[src/rtl/program_counter_stack.sv]
// Parametrised program counter with relative jump and a hardware call/return stack.
// One action per clock, priority lp > call > ret > jr > cp; bus drive is split into out/oe.
module program_counter_stack #(
  parameter int unsigned WIDTH      = 4,
  parameter int unsigned DEPTH      = 4,
  parameter int unsigned RESET_ADDR = 0
) (
  input  logic                       clk_i,
  input  logic                       clr_i,
  input  logic                       cp_i,
  input  logic                       lp_i,
  input  logic                       jr_i,
  input  logic                       call_i,
  input  logic                       ret_i,
  input  logic                       ep_i,
  input  logic [WIDTH-1:0]           bus_in_i,
  output logic [WIDTH-1:0]           bus_out_o,
  output logic                       bus_oe_o,
  output logic [WIDTH-1:0]           pc_o,
  output logic                       tc_o,
  output logic [$clog2(DEPTH+1)-1:0] sp_o,
  output logic                       stk_full_o,
  output logic                       stk_empty_o,
  output logic                       stk_err_o
);

  localparam int unsigned SpW  = $clog2(DEPTH + 1);
  localparam int unsigned IdxW = (DEPTH > 1) ? $clog2(DEPTH) : 1;

  logic [WIDTH-1:0] pc_q, pc_d;
  logic [SpW-1:0]   sp_q, sp_d;
  logic             err_q, err_d;
  logic [WIDTH-1:0] stack_q [DEPTH];
  logic             push;
  logic             full, empty;
  logic [IdxW-1:0]  push_idx, pop_idx;

  assign full     = (sp_q == SpW'(DEPTH));
  assign empty    = (sp_q == '0);
  assign push_idx = IdxW'(sp_q);
  assign pop_idx  = IdxW'(sp_q - SpW'(1));

  always_comb begin
    pc_d  = pc_q;
    sp_d  = sp_q;
    err_d = err_q;
    push  = 1'b0;
    if (lp_i) begin
      pc_d = bus_in_i;
    end else if (call_i) begin
      if (full) begin
        err_d = 1'b1;
      end else begin
        push = 1'b1;
        sp_d = sp_q + SpW'(1);
        pc_d = bus_in_i;
      end
    end else if (ret_i) begin
      if (empty) begin
        err_d = 1'b1;
      end else begin
        pc_d = stack_q[pop_idx];
        sp_d = sp_q - SpW'(1);
      end
    end else if (jr_i) begin
      // Modular WIDTH-bit add equals pc + sign_extend(bus_in) mod 2^WIDTH.
      pc_d = pc_q + bus_in_i;
    end else if (cp_i) begin
      pc_d = pc_q + WIDTH'(1);
    end
  end

  always_ff @(posedge clk_i or posedge clr_i) begin
    if (clr_i) begin
      pc_q  <= WIDTH'(RESET_ADDR);
      sp_q  <= '0;
      err_q <= 1'b0;
    end else begin
      pc_q  <= pc_d;
      sp_q  <= sp_d;
      err_q <= err_d;
    end
  end

  // Stack storage needs no reset; contents are only read below sp.
  always_ff @(posedge clk_i) begin
    if (push && !clr_i) begin
      stack_q[push_idx] <= pc_q;
    end
  end

  assign bus_out_o   = pc_q;
  assign bus_oe_o    = ep_i;
  assign pc_o        = pc_q;
  assign tc_o        = &pc_q;
  assign sp_o        = sp_q;
  assign stk_full_o  = full;
  assign stk_empty_o = empty;
  assign stk_err_o   = err_q;

endmodule

[config.mk]
export PLATFORM = sky130hd
export DESIGN_NAME = program_counter_stack
export DESIGN_NICKNAME = d
export VERILOG_FILES = /design/src/rtl/program_counter_stack.sv
export SDC_FILE = /design/constraint.sdc
export NUM_CORES = 1
export LEC_CHECK = 0
export ABC_CLOCK_PERIOD_IN_PS = 5470
export CAP_MARGIN = 20
export CORE_ASPECT_RATIO = 1.1
export CORE_MARGIN = 2
export CORE_UTILIZATION = 31
export DETAILED_ROUTE_END_ITERATION = 8
export GPL_TIMING_DRIVEN = 0
export SYNTH_ARGS = -nofsm -noshare
export SYNTH_HDL_FRONTEND = slang
export SYNTH_SLANG_ARGS = --single-unit
[constraint.sdc]
create_clock -name clk_i -period 5.47 [get_ports clk_i]
set_input_delay 0.547 -clock clk_i [delete_from_list [all_inputs] [get_ports clk_i]]
set_output_delay 0.547 -clock clk_i [all_outputs]
set_load 0.01 [all_outputs]
==> results of run 1 <==
[worst reg2reg max path, delay by kind of cell (launching register included)]
| kind | cells | cell delay, ps |
|---|---|---|
| AND/OR/NAND/NOR | 2 | 570 |
| flip-flops | 1 | 410 |
| buffers and inverters | 2 | 380 |
| adder cells (fa/ha/maj) | 1 | 310 |
| AO/OA/AOI/OAI | 1 | 250 |
[power groups by stage]
stage                     logic (mW)  clock network [mW]  registers (mW)
final                          0.342               0.104           0.262
after detailed placement       0.348                   0           0.267
after global routing           0.375               0.114           0.269
after floorplan                0.209                   0           0.268
after global placement         0.342                   0           0.264
after CTS                      0.350               0.106           0.263
[stage by stage]
stage	setup WS (ps)	utilization	area, um^2
global placement	2920	0.395	1680
CTS	2810	0.406	1730
global route	2670	0.406	1730
finish	2860	0.406	1730
detailed placement	2900	0.395	1680
floorplan	3520	-	1350
[flip-flops by register name, indices dropped and copies added, names as in the netlist]
signal and count:
stk_err_o 1, bus_out_o 4, stack_q 16, sp_o 3
[kinds of logic (layout without fill, tap and decap cells)]
family | after synthesis | count (layout) | synth area share
AO/OA/AOI/OAI | 20 | 20 | 0.111
XOR/XNOR | 5 | 5 | 0.0324
adder cells (fa/ha/maj) | 9 | 9 | 0.0888
buffers and inverters | 16 | 46 | 0.0638
flip-flops | 24 | 24 | 0.503
multiplexers | 6 | 6 | 0.0823
AND/OR/NAND/NOR | 29 | 29 | 0.118
[area by class of cell]
type | instances | area [um^2] | share of cell area
Clock buffer | 4 | 45.0 | 0.0261
Inverter | 7 | 26.3 | 0.0152
Sequential cell | 24 | 681 | 0.394
Timing Repair Buffer | 26 | 260 | 0.151
Buffer | 9 | 60.1 | 0.0348
Tap cell | 54 | 67.6 | 0.0392
Multi-Input combinational cell | 69 | 586 | 0.339
[synthesized netlist by cell type (2+ instances only)]
cell type / n / share of area
edfxtp_1: 16 / 0.36
dfrtp_1: 8 / 0.15
ha_1: 8 / 0.074
and2_1: 7 / 0.032
inv_1: 7 / 0.019
a21oi_1: 6 / 0.022
buf_4: 6 / 0.033
nand2_1: 6 / 0.017
nor2_1: 6 / 0.017
mux4_2: 4 / 0.067
xnor2_1: 4 / 0.026
o22ai_1: 3 / 0.014
and3b_1: 2 / 0.013
buf_2: 2 / 0.0074
nand3_1: 2 / 0.0074
nor3_1: 2 / 0.0074
[routing by layer]
layer	track usage	up-vias	share of wire
met1	0.161	441	0.45
li1	-	451	-
met2	0.198	17	0.51
met4	0.0272	0	0.0056
met5	0	-	0
met3	0.0153	2	0.034
[how the worst max path moves through the flow]
stage | startpoint | endpoint | slack [ps] | depth (start not counted)
final | sp_o[0] | stk_empty_o | 2860 | 5
after CTS | sp_o[0] | stk_empty_o | 2810 | 5
after global routing | sp_o[0] | stk_empty_o | 2670 | 5
after global placement | jr_i | bus_out_o[3] | 2920 | 7
after floorplan | sp_o[0] | stack_q[0][0] | 3520 | 6
after detailed placement | jr_i | bus_out_o[3] | 2900 | 7
==> results.txt, run 1 <==
Startpoint Class: register
worst reg2reg setup slack: 3240 ps
GR Overflow Total: 0
Max Fanout on Critical Path: 7
worst vdd ir: 0.258 mV
pin count of the biggest net entering global routing: 14
FF-to-FF Start: sp_o[0]
CTS tree: built
worst-path cell chain: clkbuf_2 -> inv_1 -> ha_1 -> nor2b_1 -> clkdlybuf4s50_1
core area: 4250 um^2
Final Hold Slack: 483 ps
outcome: completed
Ys Warns: 0
syn avg cell area: 12.4 um^2
Post-CTS Resized: 0
Mapped Cells: 109
most common library cell in the layout ignoring fill and taps: clkdlybuf4s50_1
kind of critical path: register to output port
clock period minus worst slack: 2610 ps
RSZ-0062 raised after global routing: false
Starting Density: 0.318
Synth Cell Area: 1350 um^2
Max Transition Viols Final: 0
Worst Path Arrival: 2070 ps
GRT Overall Usage: 0.117
nets: 161
sum of buffers and inverters on the critical path: 3
Worst Path Required: 4920 ps
H-Tree Depth: 1
DRT antenna net count: 0
combinational cell fraction of total power: 0.483
Inst Count DP: 189
clock share of power: 0.147
critical path's top delay family: buffers and inverters
CP max-delay cell: clkdlybuf4s50_1
max_cap viols: 0
post-DR vias/cell: 4.72
Least-Margin Pin Slew: 411 ps
CTS Buf Count: 3
chip width: 67.0 um
DP HPWL: 2.11 mm
CP endpoint kind: output port
final setup skew: 2.55 ps
Hold Path Depth: 1
Final GP Congestion: 0.726
Total Power: 0.707 mW
#FFs+latches synth: 24
Ports: 28
initial antenna violation count: 0
IO buf count: 26
CP peak stage delay: 540 ps
Area growth syn-to-layout: 27.6%
routed vias: 911
Clk Latency, worst-skew pair: 260 ps
die area: 4910 um^2
first-pass GRT wire length: 4.38 mm
wire per inst: 13.8 um
switch share: 0.337
height of the die: 73.3 um
DRC viols: 0
fmax: 0.383 GHz
Rows: 25
Hold Buf Count CTS: 0
fraction of layout cells with a size suffix above 1: 0.158
Final Cycle Share: 0.478
r2r worst-path depth: 6
Slew Limit Headroom: 0.724
vias in the first global route: 913
Final Hold Fails: 0
Pre-antenna DRT Iters: 4
clk sink count: 24
EDFF count, synth: 16
P_int: 0.469 mW
Fillers: 432
ant diodes: 0
HP Start: stk_err_o
register area share after synthesis: 0.503
Post-CTS Setup Inserts: 0
worst hold-check path type: register to register
Pwr Density: 410 nW/um^2
Post-Layout Cell Count: 193
Post-Syn Nets: 130
FF-to-FF End: stack_q[2][1]
clock root buffer: clkbuf_8
Setup TNS Final: 0 ps
most frequent cells in the layout: clkdlybuf4s50_1, edfxtp_1, ha_1, dfrtp_1
Psw: 0.238 mW
Most used DFF post-synth: edfxtp_1
Reg power frac: 0.370
clock-pin slew of the registers on the worst-case setup and hold paths: 80 ps
FFs w/ async S/R, synth: 0.333
hold path endpoint: stk_err_o
final WL: 2.67 mm
DR iter-0 viols: 18
Longest Clk Path Bufs: 2
Final setup viols: 0
Netlist cell types: 36
leak pwr: 0.665 nW
No activity file was read; power rests on OpenSTA's default activity.
==> run 2: changes to the inputs <==
--- a/config.mk
+++ b/config.mk
@@ -5,7 +5,7 @@
 export SDC_FILE = /design/constraint.sdc
 export NUM_CORES = 1
 export LEC_CHECK = 0
-export ABC_CLOCK_PERIOD_IN_PS = 5470
+export ABC_CLOCK_PERIOD_IN_PS = 2300
 export CAP_MARGIN = 20
 export CORE_ASPECT_RATIO = 1.1
 export CORE_MARGIN = 2
==> constraint.sdc (replaced) <==
create_clock -name clk_i -period 2.3 [get_ports clk_i]
set_input_delay 0.23 -clock clk_i [delete_from_list [all_inputs] [get_ports clk_i]]
set_output_delay 0.23 -clock clk_i [all_outputs]
set_load 0.01 [all_outputs]
==> results.txt, run 2 (synthesis gave the netlist of run 1 again) <==
Startpoint Class: register (unchanged)
Inst Count DP: 189 (unchanged)
nets: 161 (unchanged)
Psw: 0.570 mW (was 0.238 mW)
final WL: 2.67 mm (about the same)
Ports: 28 (unchanged)
first-pass GRT wire length: 4.38 mm (unchanged)
routed vias: 916 (was 911)
Starting Density: 0.318 (unchanged)
Final GP Congestion: 0.726 (unchanged)
GR Overflow Total: 0 (unchanged)
FF-to-FF End: stack_q[2][1] (unchanged)
clock root buffer: clkbuf_8 (unchanged)
Hold Buf Count CTS: 0 (unchanged)
clock-pin slew of the registers on the worst-case setup and hold paths: 80 ps (about the same)
clock period minus worst slack: 2160 ps
DP HPWL: 2.11 mm (unchanged)
Worst Path Arrival: 1930 ps (was 2070 ps)
H-Tree Depth: 1 (unchanged)
Setup TNS Final: 0 ps (unchanged)
Max Fanout on Critical Path: 7 (unchanged)
Final Cycle Share: 0.939
most frequent cells in the layout: clkdlybuf4s50_1, edfxtp_1, dfrtp_1 (was clkdlybuf4s50_1, edfxtp_1, ha_1, dfrtp_1)
vias in the first global route: 913 (unchanged)
FF-to-FF Start: sp_o[0] (unchanged)
Reg power frac: 0.368 (was 0.370)
CP endpoint kind: output port (unchanged)
worst reg2reg setup slack: 210 ps (was 3240 ps)
core area: 4250 um^2 (unchanged)
Max Transition Viols Final: 0 (unchanged)
ant diodes: 0 (unchanged)
Final setup viols: 0 (unchanged)
CP max-delay cell: clkdlybuf4s50_1 (unchanged)
RSZ-0062 raised after global routing: false (unchanged)
Post-CTS Setup Inserts: 0 (unchanged)
max FFs per register: 16 (unchanged)
Total Power: 1.69 mW (was 0.707 mW)
Longest Clk Path Bufs: 2 (unchanged)
worst-path cell chain: buf_2 -> inv_2 -> ha_2 -> nor2b_1 -> clkdlybuf4s50_1 (was clkbuf_2 -> inv_1 -> ha_1 -> nor2b_1 -> clkdlybuf4s50_1)
Final Hold Fails: 0 (unchanged)
DRC viols: 0 (unchanged)
Least-Margin Pin Slew: 411 ps (about the same)
DRT antenna net count: 0 (unchanged)
kind of critical path: register to output port (unchanged)
clock share of power: 0.146 (was 0.147)
DR iter-0 viols: 19 (was 18)
final setup skew: 2.55 ps (about the same)
Clk Latency, worst-skew pair: 260 ps (about the same)
CP peak stage delay: 540 ps (about the same)
Worst Path Required: 2070 ps (was 4920 ps)
chip width: 67.0 um (unchanged)
Slew Limit Headroom: 0.724 (about the same)
worst vdd ir: 0.613 mV (was 0.258 mV)
most common library cell in the layout ignoring fill and taps: clkdlybuf4s50_1 (unchanged)
Post-Layout Cell Count: 193 (unchanged)
max_cap viols: 0 (unchanged)
worst hold-check path type: input port to asynchronous set/reset pin (was register to register)
Area growth syn-to-layout: 27.8% (was 27.6%)
wire per inst: 13.8 um (about the same)
r2r worst-path depth: 6 (unchanged)
combinational cell fraction of total power: 0.487 (was 0.483)
fmax: 0.463 GHz
CTS Buf Count: 3 (unchanged)
P_int: 1.12 mW (was 0.469 mW)
fraction of layout cells with a size suffix above 1: 0.173 (was 0.158)
outcome: completed (unchanged)
Pwr Density: 980 nW/um^2 (was 410 nW/um^2)
Pre-antenna DRT Iters: 4 (unchanged)
CTS tree: built (unchanged)
GRT Overall Usage: 0.117 (unchanged)
final core utilization: 0.406 (about the same)
die area: 4910 um^2 (unchanged)
height of the die: 73.3 um (unchanged)
leak pwr: 0.662 nW (was 0.665 nW)
post-DR vias/cell: 4.75 (was 4.72)
Rows: 25 (unchanged)
clk sink count: 24 (unchanged)
initial antenna violation count: 0 (unchanged)
pin count of the biggest net entering global routing: 14 (unchanged)
register bank with the most flops: stack_q (unchanged)
switch share: 0.337 (about the same)
IO buf count: 26 (unchanged)
run 2: changes by cell type in the layout (fill, tap and decap cells not counted), sizes merged:
| cell | before | now |
|---|---|---|
| buf | 8 | 9 |
| clkbuf | 5 | 4 |
run 2: cell type report:
type | instances | area (um^2)
plain buffers | 9 | 60.1
well taps | 54 | 67.6
repair buffers | 26 | 260
flip-flops and latches | 24 | 681
inverters | 7 | 26.3
clock buffers | 4 | 45.0
fillers | 431 | 2530
multi-input cells | 69 | 588
run 2: critical path: cells and delay by family, from the launching register on:
| family | cells | cell delay (ps) |
|---|---|---|
| buffers and inverters | 3 | 850 |
| DFF | 1 | 420 |
| adders and majority gates | 1 | 250 |
| and+or+nand+nor | 1 | 150 |
run 2: per-layer routing:
metal,vias to the layer above,share of wire,track usage
li1,450,-,-
met1,442,0.45,0.161
met2,22,0.50,0.198
met3,2,0.039,0.0153
met4,0,0.0056,0.0272
met5,-,0,0
run 2: what timing repair did:
action	4_1_cts	5_1_grt
gates resized for setup	1	2
pin swaps	0	0
hold endpoints to repair	0	0
endpoints found under the setup margin	2	18
gates cloned	0	0
run 2: how the worst max path moves through the flow:
stage                        from       endpoint  cells past startpoint
after CTS                 sp_o[0]    stk_empty_o                      5
after detailed placement  sp_o[0]  stack_q[2][1]                      6
after floorplan           sp_o[0]  stack_q[0][0]                      6
after global placement       jr_i   bus_out_o[3]                      7
final                     sp_o[0]    stk_empty_o                      5
after global routing      sp_o[0]    stk_empty_o                      5
run 2: stage by stage:
| stage | worst slack [ps] | cell area (um^2) | hold WS (ps) |
|---|---|---|---|
| after floorplan | 352 | 1350 | 45.7 |
| after global placement | 64.3 | 1680 | 455 |
| after detailed placement | 24.9 | 1680 | 465 |
| after CTS | 19.1 | 1730 | 269 |
| after global routing | 6.94 | 1730 | 300 |
| final | 140 | 1730 | 269 |
run 2: power by group through the flow:
stage,registers [mW],logic [mW],clock network (mW)
after floorplan,0.637,0.498,0
after global placement,0.627,0.813,0
after detailed placement,0.635,0.827,0
after CTS,0.626,0.842,0.253
after global routing,0.639,0.904,0.270
final,0.623,0.824,0.247
